File: src/rtl/irq_arb_pkg.sv
// irq_arb_pkg: shared state encoding, ID word and BR level helper for the Unibus interrupt arbiter
package irq_arb_pkg;
    typedef enum logic [2:0] {
        IDLE = 3'd0,
        BRQ  = 3'd1,
        SACK = 3'd2,
        INTR = 3'd3,
        RELS = 3'd4
    } state_t;

    localparam logic [31:0] IRQ_ARB_ID = 32'h49410001;

    function automatic logic [3:0] br_bit(input logic [1:0] level);
        return 4'b0001 << level;
    endfunction
endpackage

File: src/rtl/irq_prio_pick.sv
// irq_prio_pick: picks the eligible device with the highest BR level, lowest index on ties
module irq_prio_pick #(
    parameter int NDEV = 4,
    parameter logic [15:0] LEVELS = 16'h00FF
) (
    input  logic [NDEV-1:0] elig,
    output logic            any,
    output logic [2:0]      win,
    output logic [1:0]      lvl
);
    always_comb begin
        any = 1'b0;
        win = '0;
        lvl = '0;
        for (int i = 0; i < NDEV; i++) begin
            // strict compare keeps the earlier (lower) index on equal levels
            if (elig[i] && (!any || LEVELS[2*i+:2] > lvl)) begin
                any = 1'b1;
                win = 3'(i);
                lvl = LEVELS[2*i+:2];
            end
        end
    end
endmodule

File: src/rtl/unibus_irq_arbiter.sv
// unibus_irq_arbiter: shares the Unibus BR/BG/SACK/INTR interrupt path among NDEV emulated devices
module unibus_irq_arbiter
    import irq_arb_pkg::*;
#(
    parameter int NDEV = 4,
    parameter logic [15:0] LEVELS = 16'h00FF,
    parameter int TIMEOUT = 1000000
) (
    input  logic              CLOCK,
    input  logic              RESET,
    input  logic              armwrite,
    input  logic              armraddr,
    input  logic              armwaddr,
    input  logic [31:0]       armwdata,
    output logic [31:0]       armrdata,
    input  logic [NDEV-1:0]   dev_intreq,
    input  logic [8*NDEV-1:0] dev_irvec,
    output logic [NDEV-1:0]   dev_intgnt,
    input  logic              init_in_h,
    input  logic [3:0]        bus_bg_in_h,
    input  logic              bus_ssyn_in_h,
    output logic [3:0]        bus_br_out_h,
    output logic              bus_sack_out_h,
    output logic              bus_intr_out_h,
    output logic [15:0]       bus_d_out_h
);
    state_t          state;
    logic [7:0]      mask;
    logic [7:0]      timeouts;
    logic [9:0]      grants;
    logic [2:0]      winner;
    logic [1:0]      level;
    logic [31:0]     timer;
    logic [NDEV-1:0] elig;
    logic            any;
    logic [2:0]      pick_win;
    logic [1:0]      pick_lvl;
    logic            win_req;
    logic            bg_hit;
    logic [7:0]      win_vec;
    logic            unused_ok;

    assign elig      = dev_intreq & mask[NDEV-1:0];
    assign win_req   = |(elig & (NDEV'(1) << winner));
    assign bg_hit    = |(bus_bg_in_h & br_bit(level));
    assign win_vec   = 8'(dev_irvec >> {winner, 3'b000});
    assign armrdata  = armraddr ? {state, winner, timeouts, grants, mask} : IRQ_ARB_ID;
    assign unused_ok = &{1'b0, armwdata[30:8]};

    irq_prio_pick #(.NDEV(NDEV), .LEVELS(LEVELS)) u_pick (
        .elig(elig),
        .any (any),
        .win (pick_win),
        .lvl (pick_lvl)
    );

    always_ff @(posedge CLOCK) begin
        if (RESET) begin
            state          <= IDLE;
            mask           <= '0;
            timeouts       <= '0;
            grants         <= '0;
            winner         <= '0;
            level          <= '0;
            timer          <= '0;
            bus_br_out_h   <= '0;
            bus_sack_out_h <= 1'b0;
            bus_intr_out_h <= 1'b0;
            bus_d_out_h    <= '0;
            dev_intgnt     <= '0;
        end else begin
            dev_intgnt <= '0;
            if (init_in_h) begin
                state          <= IDLE;
                bus_br_out_h   <= '0;
                bus_sack_out_h <= 1'b0;
                bus_intr_out_h <= 1'b0;
                bus_d_out_h    <= '0;
            end else begin
                case (state)
                    IDLE: if (any) begin
                        winner       <= pick_win;
                        level        <= pick_lvl;
                        bus_br_out_h <= br_bit(pick_lvl);
                        timer        <= '0;
                        state        <= BRQ;
                    end
                    BRQ: if (bg_hit) begin
                        bus_br_out_h   <= '0;
                        bus_sack_out_h <= 1'b1;
                        state          <= SACK;
                    end else if (!win_req) begin
                        bus_br_out_h <= '0;
                        state        <= IDLE;
                    end else if (timer == 32'(TIMEOUT - 1)) begin
                        bus_br_out_h <= '0;
                        timeouts     <= (timeouts == '1) ? timeouts : timeouts + 8'd1;
                        state        <= IDLE;
                    end else begin
                        timer <= timer + 32'd1;
                    end
                    SACK: if (!bg_hit) begin
                        bus_intr_out_h <= 1'b1;
                        bus_d_out_h    <= {8'b0, win_vec};
                        dev_intgnt     <= NDEV'(1) << winner;
                        grants         <= (grants == '1) ? grants : grants + 10'd1;
                        state          <= INTR;
                    end
                    INTR: if (bus_ssyn_in_h) begin
                        bus_intr_out_h <= 1'b0;
                        bus_sack_out_h <= 1'b0;
                        bus_d_out_h    <= '0;
                        state          <= RELS;
                    end
                    RELS: if (!bus_ssyn_in_h) state <= IDLE;
                    default: state <= IDLE;
                endcase
            end
            if (armwrite && armwaddr) begin
                mask <= armwdata[7:0];
                if (armwdata[31]) begin
                    grants   <= '0;
                    timeouts <= '0;
                end
            end
        end
    end
endmodule

File: config.mk
export PLATFORM = sky130hd
export DESIGN_NAME = unibus_irq_arbiter
export DESIGN_NICKNAME = d
export VERILOG_FILES = /design/src/rtl/irq_arb_pkg.sv /design/src/rtl/irq_prio_pick.sv /design/src/rtl/unibus_irq_arbiter.sv
export SDC_FILE = /design/constraint.sdc
export NUM_CORES = 1
export LEC_CHECK = 0
export BUFFER_PORTS_ARGS = -buffer_cell sky130_fd_sc_hd__clkbuf_2
export CAP_MARGIN = 20
export CORE_MARGIN = 3
export CORE_UTILIZATION = 47
export CTS_CLUSTER_DIAMETER = 200
export DETAILED_ROUTE_END_ITERATION = 12
export GPL_ROUTABILITY_DRIVEN = 0
export HOLD_SLACK_MARGIN = 0.1
export PLACE_DENSITY_LB_ADDON = 0.2
export SLEW_MARGIN = 30
export SYNTH_ARGS = -nofsm -noshare
export SYNTH_HDL_FRONTEND = slang
export SYNTH_SLANG_ARGS = --single-unit
File: constraint.sdc
create_clock -name CLOCK -period 2.1 [get_ports CLOCK]
set_input_delay 0.315 -clock CLOCK [delete_from_list [all_inputs] [get_ports CLOCK]]
set_output_delay 0.315 -clock CLOCK [all_outputs]
set_load 0.005 [all_outputs]
* Word-level counts from Yosys, hierarchy flattened
Cells that the tools add are included.
** Word-level totals
- Memory bits (read-only) :: 0
- Register bits :: 92
- Latch bits :: 0
- Input port bits :: 79
- Logic and storage cells :: 119
- Memories kept :: 0
- Memory bits (writable) :: 0
** Cells by class
- Reductions and logical operators :: 24
- Equality and inequality tests :: 16
- $add $sub $neg :: 3
- Magnitude comparators :: 3
- $mul :: 0
- Div/mod/pow operators :: 0
- Shift-type cells :: 4
- Bitwise gates (word level) :: 5
- Muxes and demuxes :: 52
** Operators by type and width (count)
- $mux 32 :: 5
- $mux 8 :: 8
- $pmux 32 s2 :: 1
- $mux 10 :: 6
- $add 32x1->32 const B :: 1
- $eq 32x20->1 const B :: 1
- $mux 16 :: 2
- $pmux 16 s2 :: 1
- $shr 32x6->8 :: 1
- $mux 3 :: 7
- $mux 4 :: 4
- $ne 2x2->1 const B :: 8
- $pmux 3 s5 :: 1
- $and 4x4->4 :: 3
- $mux 2 :: 6
- $reduce_and 3->1 :: 4
- $add 10x1->10 const B :: 1
- $eq 10x10->1 const B :: 1
- $add 8x1->8 const B :: 1
- $eq 8x8->1 const B :: 1
- $mux 1 :: 8
- $pmux 4 s2 :: 1
- $reduce_or 4->1 :: 2
- $shl 1x2->4 const A :: 2
- 17 further kinds :: 31

* Logic depth before layout (Yosys ltp)
Gate-level depths: netlist of the first run.
- Word-level depth :: 17
- Gate-level depth with buffers :: 9
- Depth with buffers taken out :: 6

* Cells and area by module
From an unflattened synthesis of the first run, not the netlist that was laid out.
** Unflattened totals
- Cell total of the unflattened synthesis :: 556
- Area, all modules :: 4559.4 µm²
** Modules (own cells, without submodules)
- unibus_irq_arbiter :: cells each 545, area an instance 4498.1 µm², instances 1
- irq_prio_pick :: cells each 11, area an instance 61.3 µm², instances 1

* Worst setup path before layout of the first run
OpenSTA, ideal clock, no wires.
- Path kind :: reg2reg
- From :: register winner[1]
- To :: register timeouts[4]
- Setup slack :: -234 ps
- Data required time :: 2029 ps
- Arrival time :: 2263 ps
- Setup time :: 71 ps
- Path buffers :: 2
- Cell stages (with the launch flop) :: 7
- Path through :: dfxtp_1 -> buf_2 -> mux4_2 -> or4_1 -> buf_2 -> or4_1 -> a21oi_1
** Between the ends
- Longest elaborated chain between the ends :: 9
** RTL lines
- from (decl) :: line unibus_irq_arbiter.sv:31 : logic [2:0] winner;
- from (signal assigned) :: line unibus_irq_arbiter.sv:82 : winner <= pick_win;
- $shl 1x3->4 (*) :: line unibus_irq_arbiter.sv:44 : assign win_req = |(elig & (NDEV'(1) << winner));
- $and 4x4->4 (*) :: line unibus_irq_arbiter.sv:44
- $reduce_or 4->1 (*) :: line unibus_irq_arbiter.sv:44
- $mux 8 (*) :: line unibus_irq_arbiter.sv:92 : end else if (!win_req) begin
- $mux 8 (*) :: line unibus_irq_arbiter.sv:88 : BRQ: if (bg_hit) begin
- $mux 8 (*) :: line unibus_irq_arbiter.sv:80 : case (state)
- $mux 8 (*) :: line unibus_irq_arbiter.sv:73 : if (init_in_h) begin
- $mux 8 :: line unibus_irq_arbiter.sv:121 : if (armwdata[31]) begin
- $mux 8 (*) :: line unibus_irq_arbiter.sv:119 : if (armwrite && armwaddr) begin
- to (signal assigned) :: line unibus_irq_arbiter.sv:97 : timeouts <= (timeouts == '1) ? timeouts : timeouts + 8'd1;
- to (decl) :: line unibus_irq_arbiter.sv:29 : logic [7:0] timeouts;
Mark *: on every way between the ends. The rest lies on a longest branch, timed or not.
A chain may end at the register's enable or synchronous reset.

* Worst setup path after layout of the first run
- From :: register state[0]
- To :: register timer[24]
** Between the ends
- Longest elaborated chain between the ends :: 3
- Elaborated cells on any way between the ends :: 9
** RTL lines
- from (decl) :: line unibus_irq_arbiter.sv:27 : state_t state;
- from (signal assigned) :: line unibus_irq_arbiter.sv:59 : state <= IDLE;
- from (signal assigned) :: line unibus_irq_arbiter.sv:74 : state <= IDLE;
- from (signal assigned) :: line unibus_irq_arbiter.sv:86 : state <= BRQ;
- $eq 3x1->1 / $logic_not 3->1 (equally long branches) :: line unibus_irq_arbiter.sv:80
- $ne 2x2->1 (no source line) / $reduce_bool 2->1 (equally long branches)
- $reduce_and 6->1 (no source line)
- to (signal assigned) :: line unibus_irq_arbiter.sv:100 : timer <= timer + 32'd1;
- to (decl) :: line unibus_irq_arbiter.sv:33 : logic [31:0] timer;
Parallel ways exist; a longest one is shown, timed or not.

==> results.md, run 1 <==
Critical path:
- The number of cells on the worst reg-to-reg path is 6.
- The data arrival time of the critical path is 2.54 ns.
- The kind of launch point of the worst setup path is a flop.
- The path type of the worst setup path is reg -> reg.
- The required time at the worst-slack endpoint is 2.39 ns.
- The worst register-to-register path has a setup slack of -0.15 ns.
- The kind of end point of the critical path is a flop.
- The maximum fanout along the worst path is 22.
- In this run the critical register-to-register path is launched from state[0]$_SDFFE_PP0P_.
- In this run the critical register-to-register path is captured at timer[24]$_SDFFE_PP0P_.

Clocking:
- The later pin in the worst-skew pair is clocked with a latency of 0.36 ns.
- CTS built an H-tree with a depth of 3.
- The total clock sinks is 80.
- Buffers inserted to repair hold after CTS numbered 0.
- The number of clock buffers inserted by TritonCTS is 9.
- The cell sitting at the root of the clock tree is a sky130_fd_sc_hd__clkbuf_8.
- TritonCTS built the clock tree.
- After clock tree synthesis, the clock-pin slew on the worst setup and hold paths is 0.09 ns.
- The maximum clock insertion buffer count is 2.

Synthesis:
- Ranked by instance count, the synthesized netlist is headed by 80 x sky130_fd_sc_hd__dfxtp_1, 67 x sky130_fd_sc_hd__nand2_1, 43 x sky130_fd_sc_hd__a21oi_1.
- Dividing the synthesized area by the synthesized cell count gives 8.28 sq um.
- The post-synthesis instance total is 553.
- The top flip-flop cell by instance count after synthesis is sky130_fd_sc_hd__dfxtp_1.
- Of the post-synthesis cell area, the dominant cell type holds 0.350.
- The biggest area contributor in the post-synthesis netlist is sky130_fd_sc_hd__dfxtp_1.
- After synthesis, the share of flip-flops with an asynchronous set or reset is 0.
- Ranked by total cell area, the synthesized netlist is headed by sky130_fd_sc_hd__dfxtp_1 35%, sky130_fd_sc_hd__nand2_1 5.5%, sky130_fd_sc_hd__a21oi_1 4.7%.
- The mapped netlist covers 4580 sq um.
- The distinct cell type count of the synthesized netlist is 53.
- The number of enable-type register cells in the synthesized netlist is 0.
- The number of warning messages in the yosys log is 0.
- The register area share after synthesis is 0.350.
- Counting flops and latches in the post-synthesis netlist gives 80.
- The dominant cell by count in the synthesized netlist is sky130_fd_sc_hd__dfxtp_1.

Min path:
- The endpoint of the worst hold path is mask[2]$_SDFFE_PP0P_.
- The number of stages on the worst hold path is 3.
- The startpoint identified for the worst hold timing path is armwdata[2].
- The path category of the worst min-delay check is in -> reg.

Global routing:
- The wire length of the first global-routing pass is 22.3 mm.
- For met2 alone, demand over resource in global routing was 0.386.
- The met3 usage in global routing is 0.0395.
- The overall routing resource usage is 0.242.
- The overall overflow remaining after global route is 0.
- Entering global routing, the biggest net connects 32 pins.
- The number of global-route vias before repair is 4678.
- In this run the most used layer during global routing was met2.
- In the global route stage, met1 resource usage came out at 0.331.
- The initial antenna violation count is 0.

Timing:
- Dividing the final minimum period by the clock period gives 1.07.
- The final hold violation count is 0.
- The relative slew slack is 0.630.
- The clock arrives with 0.0128 ns of skew.
- The clock period minus final worst setup slack is 2.25 ns.
- The setup slack after layout is -0.148 ns.
- Static timing analysis puts the maximum clock frequency at 0.445 GHz.
- The number of slew-limit violations in the final report is 0.
- Setup violations remaining at the end of the flow were counted as 21.
- Setup repair after global routing could not meet its margin everywhere.
- The slew at the pin closest to its max-slew limit is 0.555 ns.

Cells and area:
- Summing all multi-input logic gate instances after layout gives 2960 sq um.
- In the final layout, the share of cells above drive strength 1 is 0.377.
- The area of all placed cells without fillers is 6280 sq um.
- 0 antenna diodes ended up in the layout.
- The sequential cell area is 1610 sq um.
- The number of fill cells in the layout is 808.
- Compared with the post-synthesis result, the final layout area differs by 37.1%.
- The layout net count is 809.

Power and ir drop:
- The worst vdd rail ir drop is 0.383 mV.
- The switching share of total power is 0.245.
- The relative contribution of the clock network to total power is 0.434.
- The leakage power summed over all cells is 2.48 nW.
- The share of total power dissipated in combinational logic is 0.099.
- The fraction of power consumed by sequential logic is 0.467.
- The power dissipated by switching net loads is 0.803 mW.
- Internal power comes to 2.48 mW.
- Dividing total power by cell area gives a power density of 523 nW/um^2.

Routing:
- After detailed routing, the average wire length per cell comes to 15.9 um.
- Across all layers, the routed design uses 4931 vias.
- Dividing the detail-routed via count by the number of cells gives 5.73.
- Summed over all layers, the routed wires come to 13.7 mm.
- After the first detailed-routing iteration, the DRC count stood at 341.
- Once detail routing completed, the nets flagged for antenna violations numbered 0.
- The number of iterations in the first detailed-routing pass is 4.
- For this run, design rule violations remaining after detail routing come to 0.

Placed design:
- The instance area after placement is 5770 sq um.
- Before CTS, the worst setup slack after placement is -0.313 ns.
- The count of buffers inserted at the top-level ports is 100.
- The HPWL after detailed placement is 9.53 mm.

Floorplanning:
- The width of the die is 105 um.
- The floorplan step defined a die boundary enclosing 11000 sq um.
- The core area is 9370 sq um.
- The initial cell density of the core is 0.489.
- The top-level I/O count is 137.
- The die is 105 um tall.
- Row generation in the floorplan step produced 35 rows.

Outcome:
- The flow ran to the end, but the final reports show violations.
- The final reports fail on setup timing.

Flow run:
- The number of maximum-capacitance violations is 0.
-- metal layers --
metal	up-vias	share of wire
li1	2419	-
met1	2329	0.45
met2	164	0.48
met3	19	0.056
met4	0	0.015
met5	-	0
-- through the flow --
step	TNS, ns	util	instances	hold slack [ns]	power, mW
5_1_grt	-2.96	0.670	861	0.152	3.40
6_report	-1.58	0.670	861	0.152	3.29
3_5_place_dp	-3.51	0.615	837	0.442	1.87
4_1_cts	-1.02	0.653	858	0.139	3.29
3_3_place_gp	-2.27	0.615	837	0.438	1.86
2_1_floorplan	-3.32	-	563	0.394	1.74
-- worst max-delay path by stage --
stage                                start                      to  slack, ns  cells after the start
finish               state[0]$_SDFFE_PP0P_  timer[24]$_SDFFE_PP0P_      -0.15                      6
global route         state[0]$_SDFFE_PP0P_  timer[24]$_SDFFE_PP0P_      -0.20                      6
CTS                  state[1]$_SDFFE_PP0P_  timer[20]$_SDFFE_PP0P_      -0.07                      6
detailed placement           dev_intreq[3]  timeouts[5]$_SDFF_PP0_      -0.31                      6
global placement             dev_intreq[3]  timeouts[4]$_SDFF_PP0_      -0.25                      6
floorplan           winner[1]$_SDFFE_PP0P_  timeouts[4]$_SDFF_PP0_      -0.20                      6
-- layout make-up --
class | count | area share
Clock buffer | 10 | 0.0203
Sequential cell | 80 | 0.257
Inverter | 5 | 0.00299
Clock inverter | 6 | 0.0183
Tap cell | 129 | 0.0257
Timing Repair Buffer | 200 | 0.204
Multi-Input combinational cell | 431 | 0.472
-- layout by cell type, fill, tap and decap left out, drive strengths merged, types with 3 or more instances in the layout --
cell type,Yosys,final
nand3,30,30
nand4,17,17
and4,7,7
a31o,3,3
and3,5,5
nor3,11,11
or3,16,16
mux2i,13,13
a22o,11,12
nand2,67,67
o21a,3,3
conb,1,11
bufinv,0,3
inv,5,7
or4,27,27
dfxtp,80,80
buf,20,100
clkbuf,28,110
o31ai,23,23
nor3b,3,3
nor4,24,24
xnor2,6,6
a211oi,4,4
a21oi,43,43
o21ai,8,8
nor2,22,22
a31oi,3,3
nand2b,6,6
and2,32,32
ha,3,3
mux4,9,9
-- state kept, by name, summed over array words and instances, names as in the netlist --
signal          flops
grants             10
level               1
bus_br_out_h        2
winner              2
dev_intgnt          4
state               3
timer              32
mask                8
bus_d_out_h         8
bus_sack_out_h      1
timeouts            8
bus_intr_out_h      1
-- cell families after synthesis --
kind of cell | count (synthesis) | synth area share
AOI/OAI and AO/OA | 110 | 0.160
xor gates and xnor gates | 6 | 0.0115
adders and majority gates | 3 | 0.00820
buffers and inverters | 53 | 0.0585
DFF | 80 | 0.350
muxes | 23 | 0.0752
other | 1 | 0.000819
and+or+nand+nor | 277 | 0.336
-- power groups by stage --
stage | logic, mW | clock network [mW] | registers [mW]
6_report | 0.326 | 1.42 | 1.53
5_1_grt | 0.356 | 1.50 | 1.54
4_1_cts | 0.309 | 1.45 | 1.53
3_5_place_dp | 0.299 | 0 | 1.57
3_3_place_gp | 0.291 | 0 | 1.57
2_1_floorplan | 0.169 | 0 | 1.57
-- worst max-delay path, cell delays in order, from the launching register on --
cell and delay [ns]:
sky130_fd_sc_hd__dfxtp_2 0.36, sky130_fd_sc_hd__or3b_4 0.39, sky130_fd_sc_hd__or3_4 0.38, sky130_fd_sc_hd__a21o_1 0.20, sky130_fd_sc_hd__buf_12 0.16, sky130_fd_sc_hd__or4_1 0.52
sky130_fd_sc_hd__a21oi_1 0.16
-- repair_timing --
item / 4_1_cts / 5_1_grt
pin swaps: 5 / 3
gates cloned: 0 / 1
endpoints found under the setup margin: 35 / 39
gates resized for setup: 22 / 24
setup buffers: 5 / 2
(Power assumes the default switching activity.)
==> run 2, diff against run 1 <==
--- a/config.mk
+++ b/config.mk
@@ -17,4 +17,5 @@
 export SLEW_MARGIN = 30
 export SYNTH_ARGS = -nofsm -noshare
 export SYNTH_HDL_FRONTEND = slang
+export SYNTH_HIERARCHICAL = 1
 export SYNTH_SLANG_ARGS = --single-unit
==> results.md, run 2 <==
Outcome:
- The flow ran to the end, but the final reports show violations.
- The final reports fail on setup timing.

Synthesis:
- sky130_fd_sc_hd__dfxtp_1 takes more of the synthesized area than any other cell.
- The xor and xnor area share after synthesis is 0.0173.
- The portion of synthesized area spent on multiplexers is 0.0576.
- The area share of the leading cell type in the synthesized netlist is 0.369.
- Of the total synthesized cell area, the portion taken by AND, OR, NAND and NOR gates is 0.329.
- The area of the mapped netlist is 4560 sq um.
- After technology mapping, the gate count stands at 556.
- The synthesized flop and latch total is 84.
- Yosys mapped a number of flops with a built-in enable equal to 0.
- The distinct cell type count of the synthesized netlist is 58.
- By area, the combinational part of the netlist is dominated by simple AND/OR/NAND/NOR gates.
- Averaged over all synthesized cells, the footprint is 8.20 sq um.
- Of all flip-flops after synthesis, the portion carrying an async set or reset was 0.
- The most used flip-flop cell after synthesis is sky130_fd_sc_hd__dfxtp_1.
- After synthesis, the cell types taking the most area are sky130_fd_sc_hd__dfxtp_1 37%, sky130_fd_sc_hd__a21oi_1 5.9%, sky130_fd_sc_hd__nand2_1 4.6%.
- Ranked by instance count, the synthesized netlist is headed by 84 x sky130_fd_sc_hd__dfxtp_1, 56 x sky130_fd_sc_hd__nand2_1, 54 x sky130_fd_sc_hd__a21oi_1.
- During synthesis, Yosys emitted a total of 6 warnings.
- Of the synthesized area, sequential elements account for 0.369.
- The area fraction in compound gates after synthesis came to 0.158.
- The dominant cell by count in the synthesized netlist is sky130_fd_sc_hd__dfxtp_1.
- The adder-cell share of the synthesized area is 0.00823.

Routing:
- In this run, the number of DRC markers left after iteration 0 of detailed routing was 263.
- The detailed router used layers up to and including met4.
- The detail-routed via count per cell is 5.45.
- The number of iterations in the first detailed-routing pass is 4.
- The total length of routed met2 wires is 6.18 mm.
- The total DRC errors in the routed layout is 0.
- Once detail routing completed, the nets flagged for antenna violations numbered 0.
- The final route contains 4570 vias.
- The routed design uses 563 um of met3 wire.
- The met1 wire length is 5.11 mm.
- The routed length per instance is 14.3 um.
- The final layout contains routed wiring with a total length of 12.0 mm.

Floorplanning:
- The core region is 9330 sq um.
- The die is 104 um tall.
- For this configuration, the core starts out at a cell density of 0.489.
- The top-level I/O count is 137.
- The width of the die is 104 um.
- The floorplan row count is 35.
- The floorplan step defined a die boundary enclosing 10900 sq um.

Cells and area:
- The layout net count is 787.
- More flip-flops sit in one register than any other, and that register is timer.
- The largest registers in the layout are timer: 32 flops, grants: 10 flops.
- The post-route core utilization is 0.639.
- The top cell types in the final layout, fill and taps aside, are 105 x sky130_fd_sc_hd__clkbuf_2, 79 x sky130_fd_sc_hd__dfxtp_1, 60 x sky130_fd_sc_hd__buf_4.
- In the final layout, the share of cells above drive strength 1 is 0.348.
- From synthesis to final layout, the design area changed by 30.8%.
- The number of flip-flops under the largest register name is 32.
- 0 antenna diodes ended up in the layout.
- The most common cell after layout, fill and taps aside is sky130_fd_sc_hd__clkbuf_2.

Clocking:
- The number of clock buffers inserted by TritonCTS is 9.
- The clock tree from TritonCTS is built.
- Buffers inserted to repair hold after CTS numbered 0.
- The later pin in the worst-skew pair is clocked with a latency of 0.36 ns.
- The clock passes through at most 2 buffers.
- The number of H-tree branching levels is 3.
- The tree is rooted in a sky130_fd_sc_hd__clkbuf_8.
- After clock tree synthesis, the clock-pin slew on the worst setup and hold paths is 0.09 ns.
- The total clock sinks is 84.

Critical path:
- The launch point of the worst reg-to-reg path is level[0]$_SDFFE_PP0P_.
- The path type of the worst setup path is reg -> reg.
- On the worst path, the slowest cell contributes a delay of 0.58 ns.
- Broken down by cell family, the worst path's largest delay share belongs to simple AND/OR/NAND/NOR gates.
- The critical path contains buffers and inverters numbering 0 combined.
- The kind of launch point of the worst setup path is a flop.
- The number of cells traversed by the worst register-to-register path is 6.
- The kind of end point of the critical path is a flop.
- For the worst setup path, the data required time is 2.33 ns.
- Walking the worst path, the cells encountered are mux4_2 > or4_4 > a21oi_4 > nand4_1 > xor2_1 > nor2_1.
- For this design, the slowest cell found on the critical path is sky130_fd_sc_hd__mux4_2.
- In this run the critical register-to-register path is captured at grants[4]$_SDFF_PP0_.
- The critical path ends at grants[4]$_SDFF_PP0_.
- In this run the worst path has a maximum fanout of 8.
- In this run the worst setup path begins at level[0]$_SDFFE_PP0P_.
- The path length in cells of the critical path is 6.
- At the worst endpoint, the arrival time is 2.46 ns.
- The worst register-to-register path has a setup slack of -0.13 ns.

Timing:
- The period utilization is 1.06.
- Static timing analysis puts the maximum clock frequency at 0.449 GHz.
- The setup slack after layout is -0.128 ns.
- The clock period minus final worst setup slack is 2.23 ns.
- Setup repair after global routing could not meet its margin everywhere.
- Setup total negative slack on the finished layout was measured at -2.14 ns.
- Between clock sinks in the finished design, the worst skew comes to 0.0114 ns.
- For the pin with the worst max-slew slack, the measured transition is 0.706 ns.
- The final hold violation count came to 0.
- The number of slew-limit violations in the final report is 0.
- The number of setup violations in the final report is 43.
- The worst pin sits at a relative slew slack of 0.527.

Global routing:
- The initial antenna violation count is 0.
- The number of global-route vias before repair is 4517.
- Entering global routing, the biggest net connects 33 pins.
- The overall routing resource usage is 0.219.
- For this run the aggregate overflow at the end of global routing stands at 0.
- The first global-routing pass estimated 20.2 mm of wire.

Min path:
- The path category of the worst min-delay check is in -> reg.

Placed design:
- The count of buffers inserted at the top-level ports is 105.
- The post-detailed-placement half-perimeter wirelength is 8.94 mm.
- The minimum setup slack after placement is -0.196 ns.

Power and ir drop:
- Summed over all cells, the static leakage comes to 2.37 nW.
- The total power divided by cell area is 545 nW/um^2.
- The overall power of the completed layout is 3.25 mW.
- Across the VDD grid, the largest voltage drop is 0.399 mV.

Flow run:
- Max-cap violations in this run came to 0.
==> run 2: changes by cell type after synthesis, sizes merged, moves of 10 or more <==
cell,previous run,this run
mux2i,13,3
o31ai,23,6
nor2,22,46
a22o,11,0
nor4,24,6
a21oi,43,57
o21ai,8,31
or4,27,10
or3,16,27
nand2,67,56
clkbuf,28,16
==> run 2: final cells by class <==
cell class	instances	area (sq um)
repair buffers	173	1070
clock inverters	6	63.8
inverters	10	37.5
clock buffers	10	138
multi-input cells	427	2800
well taps	129	161
fillers	842	3360
flip-flops and latches	84	1690
==> run 2: worst min path at each step <==
stage | from | endpoint | depth (start not counted)
3_3_place_gp | mask[4]$_SDFFE_PP0P_ | mask[4]$_SDFFE_PP0P_ | 2
5_1_grt | armwdata[6] | mask[6]$_SDFFE_PP0P_ | 3
2_1_floorplan | bus_ssyn_in_h | state[2]$_SDFFE_PP0P_ | 2
4_1_cts | armwdata[6] | mask[6]$_SDFFE_PP0P_ | 3
6_report | armwdata[6] | mask[6]$_SDFFE_PP0P_ | 3
3_5_place_dp | mask[4]$_SDFFE_PP0P_ | mask[4]$_SDFFE_PP0P_ | 2
==> run 2: per-stage QoR <==
step / hold slack [ns] / std cells / area [sq um]
after detailed placement: 0.444 / 818 / 5550
final: 0.174 / 839 / 5960
after global placement: 0.437 / 818 / 5550
after global routing: 0.175 / 839 / 5960
after CTS: 0.162 / 837 / 5830
after floorplan: 0.429 / 563 / 4610
==> run 2: timing repair <==
item	in CTS	in global routing
gates cloned	1	0
endpoints found under the setup margin	58	57
gates resized for setup	15	27
setup buffers	2	2
pin swaps	6	5
==> run 2: routing by layer <==
layer / GRT usage / vias up
met5: 0 / -
met4: 0.0779 / 0
met3: 0.0397 / 16
met2: 0.397 / 113
met1: 0.258 / 2137
li1: - / 2304
==> run 2: worst reg2reg max path: stages, from the launching register on <==
cell and delay, ns:
sky130_fd_sc_hd__dfxtp_2 0.34, sky130_fd_sc_hd__mux4_2 0.58, sky130_fd_sc_hd__or4_4 0.54, sky130_fd_sc_hd__a21oi_4 0.25, sky130_fd_sc_hd__nand4_1 0.16, sky130_fd_sc_hd__xor2_1 0.18, sky130_fd_sc_hd__nor2_1 0.06
==> run 2: power by group <==
| part | leakage (nW) | total (mW) | switching (mW) | internal, mW |
|---|---|---|---|---|
| registers | 0.680 | 1.62 | 0.0137 | 1.61 |
| clock network | 0.0983 | 1.18 | 0.597 | 0.580 |
| logic | 1.59 | 0.451 | 0.243 | 0.208 |
| total | 2.37 | 3.25 | 0.854 | 2.40 |
==> run 2: kinds of logic after synthesis <==
group / count (synthesis)
flip-flops: 84
adder cells (fa/ha/maj): 3
AO/OA/AOI/OAI: 118
XOR/XNOR: 9
multiplexers: 13
other: 2
AND/OR/NAND/NOR: 274
buffers and inverters: 53
